--- config.mk ---
export PLATFORM = sky130hd
export DESIGN_NAME = led_blinker
export DESIGN_NICKNAME = d
export VERILOG_FILES = /design/src/rtl/led_pkg.sv /design/src/rtl/sat_counter.sv /design/src/rtl/led_blinker.sv
export SDC_FILE = /design/constraint.sdc
export NUM_CORES = 1
export LEC_CHECK = 0
export ABC_AREA = 1
export CAP_MARGIN = 10
export CORE_MARGIN = 5
export CORE_UTILIZATION = 30
export DETAILED_ROUTE_END_ITERATION = 10
export GPL_TIMING_DRIVEN = 0
export PLACE_DENSITY_LB_ADDON = 0.25
export SYNTH_ARGS = -nofsm -noshare
export SYNTH_HDL_FRONTEND = slang
export SYNTH_SLANG_ARGS = --single-unit
--- constraint.sdc ---
create_clock -name clk -period 2.81 [get_ports clk]
set_clock_uncertainty 0.05 [all_clocks]
set_input_delay 0.4215 -clock clk [delete_from_list [all_inputs] [get_ports clk]]
set_output_delay 0.4215 -clock clk [all_outputs]
set_load 0.1 [all_outputs]
--- src/rtl/led_pkg.sv ---
// Shared definitions for the LED blinker: FSM state encoding.
package led_pkg;

  localparam logic [1:0] ST_IDLE = 2'd0;
  localparam logic [1:0] ST_ON   = 2'd1;
  localparam logic [1:0] ST_OFF  = 2'd2;

endpackage

--- src/rtl/sat_counter.sv ---
// Saturating up/down counter: adds a W-bit value and subtracts 1 per edge,
// clamping at 2^W-1 and pulsing overflow when the unclamped result exceeds it.
module sat_counter #(
  parameter int W = 4
) (
  input  logic         clk,
  input  logic         rst_n,
  input  logic [W-1:0] add_i,
  input  logic         dec_i,
  output logic [W-1:0] count_o,
  output logic         overflow_o
);

  localparam logic [W:0] MAX = {1'b0, {W{1'b1}}};

  logic [W-1:0] count_q, count_d;
  logic         ovf_q, ovf_d;
  logic [W:0]   sum;

  // dec is only raised while count is non-zero, so the sum never goes negative
  always_comb begin
    sum     = {1'b0, count_q} + {1'b0, add_i} - {{W{1'b0}}, dec_i};
    ovf_d   = (sum > MAX);
    count_d = ovf_d ? MAX[W-1:0] : sum[W-1:0];
  end

  always_ff @(posedge clk or negedge rst_n) begin
    if (!rst_n) begin
      count_q <= '0;
      ovf_q   <= 1'b0;
    end else begin
      count_q <= count_d;
      ovf_q   <= ovf_d;
    end
  end

  assign count_o    = count_q;
  assign overflow_o = ovf_q;

endmodule

--- src/rtl/led_blinker.sv ---
// Turns single-cycle blink requests into back-to-back LED blinks with fixed
// on/off times; a level input forces the LED steady on.
//
// state | meaning
// IDLE  | no blink in progress, waiting for pending != 0
// ON    | LED lit, timer counts up to ON_TICKS-1
// OFF   | LED dark, timer counts up to OFF_TICKS-1
module led_blinker
  import led_pkg::*;
#(
  parameter int ON_TICKS  = 50000,
  parameter int OFF_TICKS = 50000,
  parameter int TIMER_W   = 19,
  parameter int CNT_W     = 4
) (
  input  logic             clk,
  input  logic             rst_n,
  input  logic             req_i,
  input  logic [CNT_W-1:0] req_count_i,
  input  logic             hold_i,
  output logic             led_o,
  output logic             busy_o,
  output logic [CNT_W-1:0] pending_o,
  output logic             overflow_o
);

  localparam logic [TIMER_W-1:0] ON_LAST  = TIMER_W'(ON_TICKS - 1);
  localparam logic [TIMER_W-1:0] OFF_LAST = TIMER_W'(OFF_TICKS - 1);

  logic [1:0]         state_q, state_d;
  logic [TIMER_W-1:0] timer_q, timer_d;
  logic               led_q, led_d;
  logic               dec;
  logic [CNT_W-1:0]   add_val;
  logic [CNT_W-1:0]   pending;

  assign add_val = req_i ? req_count_i : '0;

  sat_counter #(
    .W (CNT_W)
  ) u_pending (
    .clk        (clk),
    .rst_n      (rst_n),
    .add_i      (add_val),
    .dec_i      (dec),
    .count_o    (pending),
    .overflow_o (overflow_o)
  );

  always_ff @(posedge clk or negedge rst_n) begin
    if (!rst_n) begin
      state_q <= ST_IDLE;
      timer_q <= '0;
      led_q   <= 1'b0;
    end else begin
      state_q <= state_d;
      timer_q <= timer_d;
      led_q   <= led_d;
    end
  end

  // Blink decisions use the registered pending count, before this edge's add
  always_comb begin
    state_d = state_q;
    timer_d = timer_q;
    dec     = 1'b0;
    case (state_q)
      ST_IDLE: begin
        timer_d = '0;
        if (pending != '0) begin
          state_d = ST_ON;
          dec     = 1'b1;
        end
      end
      ST_ON: begin
        if (timer_q == ON_LAST) begin
          state_d = ST_OFF;
          timer_d = '0;
        end else begin
          timer_d = timer_q + 1'b1;
        end
      end
      ST_OFF: begin
        if (timer_q == OFF_LAST) begin
          timer_d = '0;
          if (pending != '0) begin
            state_d = ST_ON;
            dec     = 1'b1;
          end else begin
            state_d = ST_IDLE;
          end
        end else begin
          timer_d = timer_q + 1'b1;
        end
      end
      default: begin
        state_d = ST_IDLE;
        timer_d = '0;
      end
    endcase
  end

  always_comb begin
    led_d  = (state_d == ST_ON) | hold_i;
    busy_o = (state_q != ST_IDLE) | (pending != '0);
  end

  assign led_o     = led_q;
  assign pending_o = pending;

endmodule

-- After elaboration in Yosys (flattened, before gate mapping)
Index checks and enable logic that the tools add are counted.
- input port bits: 8
- register bits: 27
- output and inout bits: 7
- logic and storage cells: 31
- equal/unequal tests: 4
- bitwise operators: 2
- $lt $le $gt $ge: 1
- reduce and logical (&&, ||, !) cells: 4
- add/sub/neg operators: 3
- muxes and demuxes: 12
- operators with widths (operator ; count):
    $mux W19 ; 2
    $add A19 B1 Y19 const B ; 1
    $eq A19 B16 Y1 const B ; 1
    $mux W4 ; 2
    $mux W2 ; 3
    $pmux W2 S3 ; 1
    $add A4 B4 Y5 ; 1
    $gt A5 B4 Y1 const B ; 1
    $sub A5 B1 Y5 ; 1
    $eq A2 B1 Y1 const B ; 2
    $reduce_bool A4 Y1 ; 1
    $mux W1 ; 3
    $eq A2 B2 Y1 const B ; 1
    $logic_not A2 Y1 ; 1
    $or A1 B1 Y1 ; 2
    $pmux W1 S2 ; 1
    $reduce_bool A2 Y1 ; 1
    $reduce_or A2 Y1 ; 1

-- Logic depth before layout (Yosys ltp)
Gate-level depths: netlist of run 1.
- depth after elaboration: 7
- depth in mapped cells: 19
- depth with buffers taken out: 19

-- Modules after synthesis
A second synthesis of run 1 with hierarchy kept.
- cell total of the unflattened synthesis: 239
- area total of the unflattened synthesis: 1791.7 sq um
- modules (own cells, without submodules) (module ; instances ; cells each ; area an instance (sq um) ; seq. area each (sq um)):
    led_blinker ; 1 ; 186 ; 1383.8 ; 550.5
    sat_counter ; 1 ; 53 ; 407.9 ; 125.1

-- Worst setup path after synthesis of run 1
No wires, ideal clock.
- kind: reg2reg
- from: register u_pending.count_q[3], in the netlist u_pending.count_o[3]
- to: register u_pending.count_q[0], in the netlist u_pending.count_o[0]
- library setup time: 0.127 ns
- arrival time: 2.958 ns
- path buffers: 0
- stages on the path, launching flop included: 16
- slack: -0.325 ns
- required time: 2.633 ns
- period minus slack after synthesis: 3.135 ns
- path through: dfrtp_1 -> inv_1 -> nand4_1 -> nand2_1 -> inv_1 -> ha_1 -> inv_1 -> ha_1 -> inv_1 -> fa_1 -> nor2_1 -> nor2_1 -> o21bai_1 -> xnor2_1 -> inv_1 -> or2_2
- word-level cells in the longest chain between the ends: 7
- elaborated cells on any way between the ends: 8
- classes of those cells: add/sub: 2; order compare: 1; mux: 4; reduce/logical: 1
- RTL lines (element ; RTL line ; text):
    from (decl) ; sat_counter.sv:16 ; logic [W-1:0] count_q, count_d;
    from (signal assigned) ; sat_counter.sv:32 ; count_q <= count_d;
    $reduce_bool A4 Y1 ; led_blinker.sv:70, led_blinker.sv:86 ;
    $mux W1 ; led_blinker.sv:70, led_blinker.sv:86 ;
    $mux W1 ; led_blinker.sv:84 ; if (timer_q == OFF_LAST) begin
    $pmux W1 S2 ; led_blinker.sv:67 ; case (state_q)
    $sub A5 B1 Y5 * ; sat_counter.sv:22 ; sum = {1'b0, count_q} + {1'b0, add_i} - {{W{1'b0}}, dec_i};
    $gt A5 B4 Y1 * ; sat_counter.sv:23 ; ovf_d = (sum > MAX);
    via u_pending.ovf_d ; sat_counter.sv:17 ; logic ovf_q, ovf_d;
    $mux W4 * ; sat_counter.sv:24 ; count_d = ovf_d ? MAX[W-1:0] : sum[W-1:0];
    via u_pending.count_d[0] ; sat_counter.sv:16 ;
The timed path passes the listed nets; every way through them passes the cells marked *.

-- Worst setup path after layout of run 1
- from: register timer_q[4]
- to: register u_pending.count_q[0], in the netlist u_pending.count_o[0]
- word-level cells in the longest chain between the ends: 6
- RTL lines (element ; RTL line ; text):
    from (decl) ; led_blinker.sv:31 ; logic [TIMER_W-1:0] timer_q, timer_d;
    from (signal assigned) ; led_blinker.sv:57 ; timer_q <= timer_d;
    $eq A19 B16 Y1 ; led_blinker.sv:84 ;
    $mux W1 ; led_blinker.sv:84 ;
    $pmux W1 S2 ; led_blinker.sv:67 ;
    $sub A5 B1 Y5 ; sat_counter.sv:22 ;
    $gt A5 B4 Y1 ; sat_counter.sv:23 ;
    via u_pending.ovf_d ; sat_counter.sv:17 ;
    $mux W4 ; sat_counter.sv:24 ;
    via u_pending.count_d[0] ; sat_counter.sv:16 ;
The timed path passes the listed nets, and every way through them passes these cells.

==> results of run 1 <==
## Yosys cell counts (all sizes together)
library cell / instances / area, um^2
or2: 2 / 12.51
and3: 1 / 6.260
fa: 1 / 20.02
inv: 43 / 161.4
nor2: 49 / 221.5
ha: 13 / 162.7
dfrtp: 27 / 675.7
xnor2: 2 / 17.52
o21ai: 2 / 10.01
a21oi: 5 / 25.02
xor2: 7 / 61.31
nand4: 5 / 37.53
nor3: 6 / 35.03
nor3b: 3 / 22.52
nand3: 12 / 70.07
o21a: 1 / 7.510
o21bai: 1 / 7.510
nand2: 45 / 183.9
a31oi: 2 / 12.51
## metal layers
layer  part of all wire  GRT usage  vias up
li1                   -          -      812
met1               0.48     0.1448      734
met2               0.48     0.1996       18
met3              0.024    0.01521        4
met4              0.016    0.03399        0
met5                  0          0        -
## worst paths after layout
check                                                      end  slack, ns  depth (start not counted)
worst max-delay path            u_pending.count_o[0]$_DFF_PN0_       0.11                         18
worst min-delay path                      timer_q[5]$_DFF_PN0_       0.44                          1
worst max register to register  u_pending.count_o[0]$_DFF_PN0_       0.11                         18
worst min register to register            timer_q[6]$_DFF_PN0_       0.52                          2
max in group asynchronous                timer_q[13]$_DFF_PN0_       1.77                          2
min in group clk                          timer_q[6]$_DFF_PN0_       0.52                          2
## power breakdown
| group | switching, uW | leakage (uW) | internal, uW |
|---|---|---|---|
| sequential | 52.6 | 0.000343 | 471 |
| combinational | 644 | 0.000808 | 451 |
| clock | 130 | 0.0000228 | 102 |
## stage by stage
stage,utilization,setup WS (ns),total power [uW]
floorplan,-,0.008139,1161
global placement,0.3603,-0.2543,1344
detailed placement,0.3652,-0.2825,1359
CTS,0.4263,0.01284,1842
global route,0.4334,-0.04390,1985
finish,0.4334,0.1127,1850
## state kept, by name, indices dropped and copies added (netlist names)
register	cells
u_pending.count_o	4
led_o	1
state_q	2
timer_q	19
u_pending.overflow_o	1
## kinds of logic (layout without fill, tap and decap cells)
family,count (synthesis),in the layout,synth area share
xor gates and xnor gates,9,9,0.04503
buffers and inverters,43,96,0.09221
DFF,27,27,0.3860
AOI/OAI and AO/OA,11,11,0.03574
and+or+nand+nor,123,123,0.3367
adders and majority gates,14,14,0.1044
## area by class of cell
class / instances / area share
clock buffer: 4 / 0.01864
sequential: 27 / 0.2869
multi-input combinational: 157 / 0.4127
tap: 72 / 0.03729
timing repair buffer: 49 / 0.1776
inverter: 43 / 0.06680
## repair_timing
action	CTS	global route
hold buffers	0	0
endpoints found under the setup margin	4	8
buffers inserted	32	4
resized for setup	17	7
pin swaps	16	16
## worst max-delay path, stage by stage, from the launching register on
cell and delay, ns:
dfrtp_1 0.42, nor2_1 0.12, nand2_1 0.09, nor2_4 0.12
nand4_1 0.10, nand2_1 0.08, nand2_2 0.06, inv_2 0.07
ha_4 0.19, inv_2 0.06, ha_4 0.12, inv_2 0.03
fa_2 0.33, nor2_2 0.10, nor2_1 0.06, o21bai_2 0.15
xnor2_2 0.14, inv_1 0.08, or2_4 0.22
==> metrics.csv, run 1 <==
stage,metric,value,unit
sta,finalHoldViolCount,0,
critical_path,required,2.94,ns
final_layout,n_fill_cell,561,
final_layout,final_area,2416,um^2
critical_path,critPathMaxFanout,4,
die,rows,27,
place,placed_area,2036,um^2
power,ir_drop,621.2,uV
clocking,htreeDepth,1,
die,die_area,7462,um^2
critical_path,critPathArrivalTime,2.82,ns
route,vias,1568,
sta,finalSetupViolations,0,
die,chipHeight,86.39,um
sta,rsz0062_at_grt,true,
place,routabilityCongestion,0.7810,
place,hpwl,2725,um
clocking,worstSkewPairLatency,0.28,ns
sta,relSlewSlack,0.3479,
yosys,ys_ff_latch,27,
clocking,path_clk_slew,0.10,ns
sta,whs,0.4407,ns
die,ioPinCount,15,
route,finalWirelength,3977,um
sta,slew_viol_final,0,
outcome,status,"complete, no violations",
route,drc_errors,0,
yosys,synth_nets,249,
final_layout,final_cell_mix,"nor2_1 (38), nand2_1 (35), inv_1 (34), buf_4 (33), dfrtp_1 (21)",
route,drtPass1Iterations,4,
global_route,grt_pass1_vias,1528,
final_layout,finalNetCount,303,
global_route,grt_pass1_wl,6872,um
final_layout,drive_above_1_share,0.3107,
place,io_buffers,14,
die,core_region_area,5574,um^2
route,ant_nets,0,
sta,timing.fmax,370.7,MHz
final_layout,syn2layout_area_growth,38.03,%
yosys,yosysUniqueCellTypes,26,
final_layout,regArea,693.2,um^2
yosys,syn-cell-area,1750,um^2
global_route,grt_overflow,0,
route,post_drt_wl_per_cell,11.30,um
sta,setup_tns,0,ns
yosys,ys_seq_area_frac,0.3860,
critical_path,end_kind,register,
final_layout,antenna_cells,0,
hold_path,hold_path.class,input pin to asynchronous set/reset pin,
critical_path,timing.rr.start,timer_q[4]$_DFF_PN0_,
final_layout,multi_input_area,997.2,um^2
global_route,antenna_found_initial,0,
die,initial_core_util,0.3140,
global_route,grt_max_degree,19,
clocking,cts_made_buffers,3,
place,dp_cells,314,
sta,worst_slew_pin_slew,0.9752,ns
yosys,yosysWarnings,0,
clocking,clockBufferDepth,2,
clocking,cts_tree,yes,
clocking,clk_root_buffer_cell,clkbuf_8,
clocking,clock_sinks,27,
die,die_w,86.39,um
sta,period_minus_slack,2.697,ns
flow_run,maxCapViolations,0,
sta,min_period_over_period,0.9599,
global_route,grt_usage,0.1139,
critical_path,start_kind,register,
route,vias_per_cell,4.455,
final_layout,final_cells,352,
route,initialDrtViolationCount,90,
power,power_density,765.7,nW/um^2
final_layout,final_common_cell,nor2_1,
critical_path,cp-startpoint,timer_q[4]$_DFF_PN0_,
yosys,syn_inst,227,
critical_path,crit_type,register to register,
power,p_leak,0.001174,uW
yosys,syn_area_per_cell,7.711,um^2
(Power assumes the default switching activity.)
==> run 2: changes to the inputs <==
- SETUP_SLACK_MARGIN: default -> 0.15
==> run 2 against run 1 <==
Final cell count shrank 0.85%. Power grew 4.8%. Combinational power grew 8%. Highest routed layer unchanged. Clock power shrank 2%. Sequential power grew 1%. Fmax shrank 5.1%. The run now ends with negative setup slack left. Setup slack lost 0.14 ns. First-iteration DRC count grew 1.1%. Non-clock buffer count shrank 3. Flip-flop and latch count is the same.
==> metrics.csv, run 2 (synthesized netlist as in run 1, its figures left out) <==
stage,metric,value,unit,change
final_layout,finalNetCount,300,,-0.99%
critical_path,end_kind,register,,
final_layout,drive_above_1_share,0.3321,,+0.02142
final_layout,largest-register,timer_q,,
clocking,clk_root_buffer_cell,clkbuf_8,,
outcome,status,"complete, but fails checks",,
final_layout,antenna_cells,0,,unchanged
power,power.total,1940,uW,+4.8%
route,post_drt_wl_per_cell,11.79,um,+4.4%
place,io_buffers,14,,unchanged
die,rows,27,,unchanged
critical_path,required,2.98,ns,+0.04 ns
flow_run,maxCapViolations,0,,unchanged
sta,min_period_over_period,1.011,,+0.05123
route,initialDrtViolationCount,91,,+1.1%
clocking,clockBufferDepth,2,,unchanged
hold_path,hold_path.class,input pin to asynchronous set/reset pin,,
sta,rsz0062_at_grt,true,,
final_layout,largest_reg_flops,19,,unchanged
sta,slew_viol_final,0,,unchanged
clocking,htreeDepth,1,,unchanged
place,hpwl,2748,um,+0.85%
global_route,grt_pass1_vias,1518,,-0.65%
clocking,cts_tree,yes,,
sta,period_minus_slack,2.841,ns,+0.1440 ns
route,ant_nets,0,,unchanged
route,drtPass1Iterations,4,,unchanged
die,ioPinCount,15,,unchanged
place,routabilityCongestion,0.8048,,+3.0%
critical_path,critPathArrivalTime,3.01,ns,+0.19 ns
clocking,worstSkewPairLatency,0.27,ns,about the same
place,dp_cells,314,,unchanged
sta,worst_slew_pin_slew,0.9771,ns,+0.001942 ns
global_route,grt_usage,0.1180,,+0.004163
route,vias,1551,,-1.1%
critical_path,start_kind,register,,
die,die_w,86.39,um,unchanged
route,vias_per_cell,4.444,,-0.23%
sta,relSlewSlack,0.3466,,-0.001299
sta,final.setup.worst_slack,-0.03124,ns,-0.1440 ns
die,chipHeight,86.39,um,unchanged
sta,setup_tns,-0.04025,ns,-0.04025 ns
final_layout,final_common_cell,nor2_1,,
die,core_region_area,5574,um^2,unchanged
clocking,clock_sinks,27,,unchanged
global_route,grt_pass1_wl,7058,um,+2.7%
die,die_area,7462,um^2,unchanged
critical_path,critPathMaxFanout,3,,-1
die,initial_core_util,0.3140,,unchanged
power,p_leak,0.001178,uW,+0.38%
sta,finalHoldViolCount,0,,unchanged
final_layout,final_cell_mix,"nor2_1 (36), inv_1 (34), nand2_1 (32), buf_4 (22), dfrtp_1 (19)",,
final_layout,final_cells,349,,-0.85%
final_layout,final_core_util,0.4393,,+0.005836
route,finalWirelength,4115,um,+3.5%
route,drc_errors,0,,unchanged
critical_path,crit_type,register to register,,
sta,timing.fmax,352.0,MHz,-5.1%
global_route,grt_overflow,0,,unchanged
outcome,violations,negative setup slack,,
power,ir_drop,501.2,uV,-19%
sta,finalSetupViolations,2,,+2
global_route,antenna_found_initial,0,,unchanged
final_layout,syn2layout_area_growth,39.89,%,
global_route,grt_max_degree,18,,-1
power,power_density,792.2,nW/um^2,+3.5%
clocking,cts_made_buffers,3,,unchanged
clocking,path_clk_slew,0.09,ns,about the same
run 2: layer usage:
metal	wire length [um]	share of wire	track usage
met5	0	0	0
met1	1895	0.46	0.1496
met3	134	0.033	0.01616
met2	2026	0.49	0.2058
met4	59	0.014	0.03824
run 2: area by class of cell:
class / count / area [um^2]
timing repair buffer: 46 / 432.9
multi-input combinational: 157 / 1023
inverter: 43 / 161.4
fill: 554 / 3126
clock buffer: 4 / 45.04
sequential: 27 / 695.7
tap: 72 / 90.09
run 2: critical path, stage by stage, from the launching register on:
cell     delay [ns]
dfrtp_1        0.41
nand2_2        0.08
inv_2          0.08
nand2_2        0.07
nor2_4         0.11
nand4_1        0.12
nand2_1        0.11
nand2_2        0.07
buf_4          0.13
buf_6          0.10
buf_4          0.11
buf_4          0.12
buf_6          0.11
buf_6          0.10
buf_6          0.10
buf_6          0.10
buf_6          0.10
buf_6          0.10
buf_4          0.12
buf_4          0.12
buf_6          0.10
buf_6          0.11
nand2_2        0.05
nand3_2        0.05
nand2_1        0.05
run 2: power by group:
part	switching [uW]	internal (uW)
Clock	125	102
Sequential	59.2	471
Combinational	688	495
Total	872	1070
run 2: path summary, 6_finish.rpt:
check	slack, ns	depth (start not counted)	endpoint	startpoint
min reg2reg	0.48	1	timer_q[0]$_DFF_PN0_	timer_q[0]$_DFF_PN0_
max	-0.03	24	led_o$_DFF_PN0_	timer_q[15]$_DFF_PN0_
min in group clk	0.48	1	timer_q[0]$_DFF_PN0_	timer_q[0]$_DFF_PN0_
max in group asynchronous	1.71	2	timer_q[12]$_DFF_PN0_	rst_n
min	0.48	1	timer_q[5]$_DFF_PN0_	rst_n
max reg2reg	-0.03	24	led_o$_DFF_PN0_	timer_q[15]$_DFF_PN0_
run 2: what timing repair did:
item                                    CTS  global route
pin swaps                                16            10
hold buffers                              0             0
setup buffers                            24             7
cloned                                    0             0
gates resized for setup                  15            22
endpoints found under the setup margin    6             7
run 2: through the flow:
stage	area (um^2)	hold slack, ns	setup slack [ns]
final	2449	0.4779	-0.03124
after global routing	2449	0.4972	-0.2279
after CTS	2328	0.4927	0.01197
after detailed placement	2048	0.4668	-0.2292
after global placement	2021	0.4656	-0.1996
after floorplan	1790	0.07591	0.04967
==> run 3: changes to the inputs <==
- MAX_ROUTING_LAYER: default -> met4
==> run 3 against run 2 <==
The run still ends with negative setup slack left. Setup slack got worse by 0.0088 ns. Global-route usage increased by 0.36 points. Critical path depth unchanged. Clock power about the same.
==> metrics.csv, run 3 (synthesized netlist as in run 1, its figures left out) <==
stage,metric,value,unit,change
route,vias,1549,,-0.13%
clocking,clock_sinks,27,,unchanged
route,post_drt_wl_per_cell,11.84,um,+0.41%
power,switching_share,0.4496,,about the same
route,drtPass1Iterations,4,,unchanged
place,hpwl,2748,um,unchanged
die,chipHeight,86.39,um,unchanged
clocking,clockBufferDepth,2,,unchanged
final_layout,regArea,695.7,um^2,unchanged
sta,finalSetupViolations,3,,+1
outcome,status,"complete, but fails checks",,
critical_path,crit_end,led_o$_DFF_PN0_,,
sta,min_period_over_period,1.014,,+0.003139
power,internal_power,1068,uW,about the same
critical_path,reg2reg_depth,24,,unchanged
global_route,antenna_found_initial,0,,unchanged
final_layout,largest_reg_flops,19,,unchanged
outcome,violations,negative setup slack,,
critical_path,required,2.98,ns,about the same
clocking,clk_root_buffer_cell,clkbuf_8,,
flow_run,maxCapViolations,0,,unchanged
die,core_region_area,5574,um^2,unchanged
die,die_area,7462,um^2,unchanged
sta,timing.fmax,350.9,MHz,-0.31%
route,finalWirelength,4132,um,+0.41%
final_layout,drive_above_1_share,0.3321,,unchanged
sta,worst_slew_pin_slew,0.9817,ns,+0.004593 ns
final_layout,syn2layout_area_growth,39.89,%,unchanged
critical_path,crit_type,register to register,,
final_layout,antenna_cells,0,,unchanged
final_layout,finalNetCount,300,,unchanged
sta,slew_viol_final,0,,unchanged
power,pwr-share-clk,0.117,,about the same
final_layout,final_core_util,0.4393,,unchanged
critical_path,start_kind,register,,
power,p_sw,872.5,uW,about the same
clocking,htreeDepth,1,,unchanged
final_layout,largest-register,timer_q,,
sta,rsz0062_at_grt,true,,
critical_path,end_kind,register,,
power,power_density,792.5,nW/um^2,about the same
critical_path,r2r_setup_slack,-0.04,ns,about the same
global_route,grt_pass1_vias,1516,,-0.13%
critical_path,critPathMaxFanout,3,,unchanged
sta,period_minus_slack,2.850,ns,+0.008821 ns
place,dp_cells,314,,unchanged
critical_path,timing.rr.start,timer_q[15]$_DFF_PN0_,,
route,drc_errors,0,,unchanged
clocking,path_clk_slew,0.09,ns,about the same
sta,finalHoldViolCount,0,,unchanged
sta,final.setup.worst_slack,-0.04006,ns,-0.008821 ns
final_layout,final_cells,349,,unchanged
die,die_w,86.39,um,unchanged
die,rows,27,,unchanged
global_route,grt_max_degree,18,,unchanged
final_layout,final_cell_mix,"nor2_1 (36), inv_1 (34), nand2_1 (32), buf_4 (22), dfrtp_1 (19)",,
critical_path,cp-startpoint,timer_q[15]$_DFF_PN0_,,
power,ir_drop,501.8,uV,+0.11%
sta,setup_tns,-0.06424,ns,-0.02399 ns
global_route,grt_usage,0.1217,,+0.003643
critical_path,r2r_end,led_o$_DFF_PN0_,,
place,place_ws,-0.2292,ns,unchanged
sta,relSlewSlack,0.3435,,-0.003071
power,comb_power_share,0.610,,about the same
die,ioPinCount,15,,unchanged
hold_path,hold_path.class,input pin to asynchronous set/reset pin,,
global_route,grt_overflow,0,,unchanged
place,routabilityCongestion,0.8165,,+1.5%
critical_path,critPathArrivalTime,3.02,ns,about the same
final_layout,n_fill_cell,554,,unchanged
global_route,grt_pass1_wl,7065,um,about the same
final_layout,final_common_cell,nor2_1,,
route,ant_nets,0,,unchanged
final_layout,multi_input_area,1023,um^2,unchanged
clocking,cts_tree,yes,,
clocking,cts_made_buffers,3,,unchanged
power,p_leak,0.001178,uW,unchanged
place,io_buffers,14,,unchanged
route,initialDrtViolationCount,82,,-9.9%
route,vias_per_cell,4.438,,-0.13%
die,initial_core_util,0.3140,,unchanged
power,pwr-share-seq,0.273,,about the same
clocking,worstSkewPairLatency,0.27,ns,about the same
## run 3: cell counts in the layout (fill, tap and decap cells not counted)
Identical to the previous run, type by type.
## run 3: final cells by class
type	instances	area share
Clock buffer	4	0.01840
Inverter	43	0.06592
Multi-Input combinational cell	157	0.4180
Sequential cell	27	0.2841
Tap cell	72	0.03679
Timing Repair Buffer	46	0.1768
## run 3: through the flow
step | hold slack [ns] | power (uW) | cell area [um^2]
2_1_floorplan | 0.07591 | 1180 | 1790
3_3_place_gp | 0.4656 | 1364 | 2021
3_5_place_dp | 0.4668 | 1377 | 2048
4_1_cts | 0.4927 | 1819 | 2328
5_1_grt | 0.4972 | 2085 | 2449
6_report | 0.4779 | 1940 | 2449
## run 3: worst min-delay path by stage
stage | slack [ns] | end | depth (start not counted) | startpoint
after floorplan | 0.08 | led_o$_DFF_PN0_ | 0 | rst_n
after global placement | 0.47 | timer_q[0]$_DFF_PN0_ | 1 | timer_q[0]$_DFF_PN0_
after detailed placement | 0.47 | timer_q[0]$_DFF_PN0_ | 1 | timer_q[0]$_DFF_PN0_
after CTS | 0.49 | timer_q[0]$_DFF_PN0_ | 1 | timer_q[0]$_DFF_PN0_
after global routing | 0.50 | timer_q[0]$_DFF_PN0_ | 1 | timer_q[0]$_DFF_PN0_
final | 0.48 | timer_q[5]$_DFF_PN0_ | 1 | rst_n
## run 3: routing by layer
| metal | vias up | track usage | wire length (um) |
|---|---|---|---|
| li1 | 800 | - | - |
| met1 | 725 | 0.1508 | 1932 |
| met2 | 19 | 0.2065 | 2038 |
| met3 | 5 | 0.01426 | 100 |
| met4 | 0 | 0.03824 | 60 |
| met5 | - | - | 0 |
## run 3: worst max-delay path, cell delays in order (launching register included)
cell	delay [ns]
dfrtp_1	0.41
nand2_2	0.08
inv_2	0.09
nand2_2	0.07
nor2_4	0.11
nand4_1	0.12
nand2_1	0.11
nand2_2	0.07
buf_4	0.13
buf_6	0.10
buf_4	0.11
buf_4	0.12
buf_6	0.11
buf_6	0.10
buf_6	0.10
buf_6	0.10
buf_6	0.10
buf_6	0.10
buf_4	0.12
buf_4	0.12
buf_6	0.10
buf_6	0.11
nand2_2	0.05
nand3_2	0.05
nand2_1	0.05
## run 3: timing repair
action                     in CTS  in global routing
cloned                          0                  0
pin swaps                      16                 10
setup buffers                  24                  7
gates resized for setup        15                 22
hold buffers                    0                  0
setup endpoints to repair       6                  7
## run 3: power groups by stage
stage / logic (uW) / registers [uW] / clock network, uW
after floorplan: 410 / 770 / 0
after CTS: 1050 / 529 / 237
after detailed placement: 841 / 535 / 0
final: 1180 / 530 / 227
after global placement: 828 / 536 / 0
after global routing: 1290 / 541 / 253
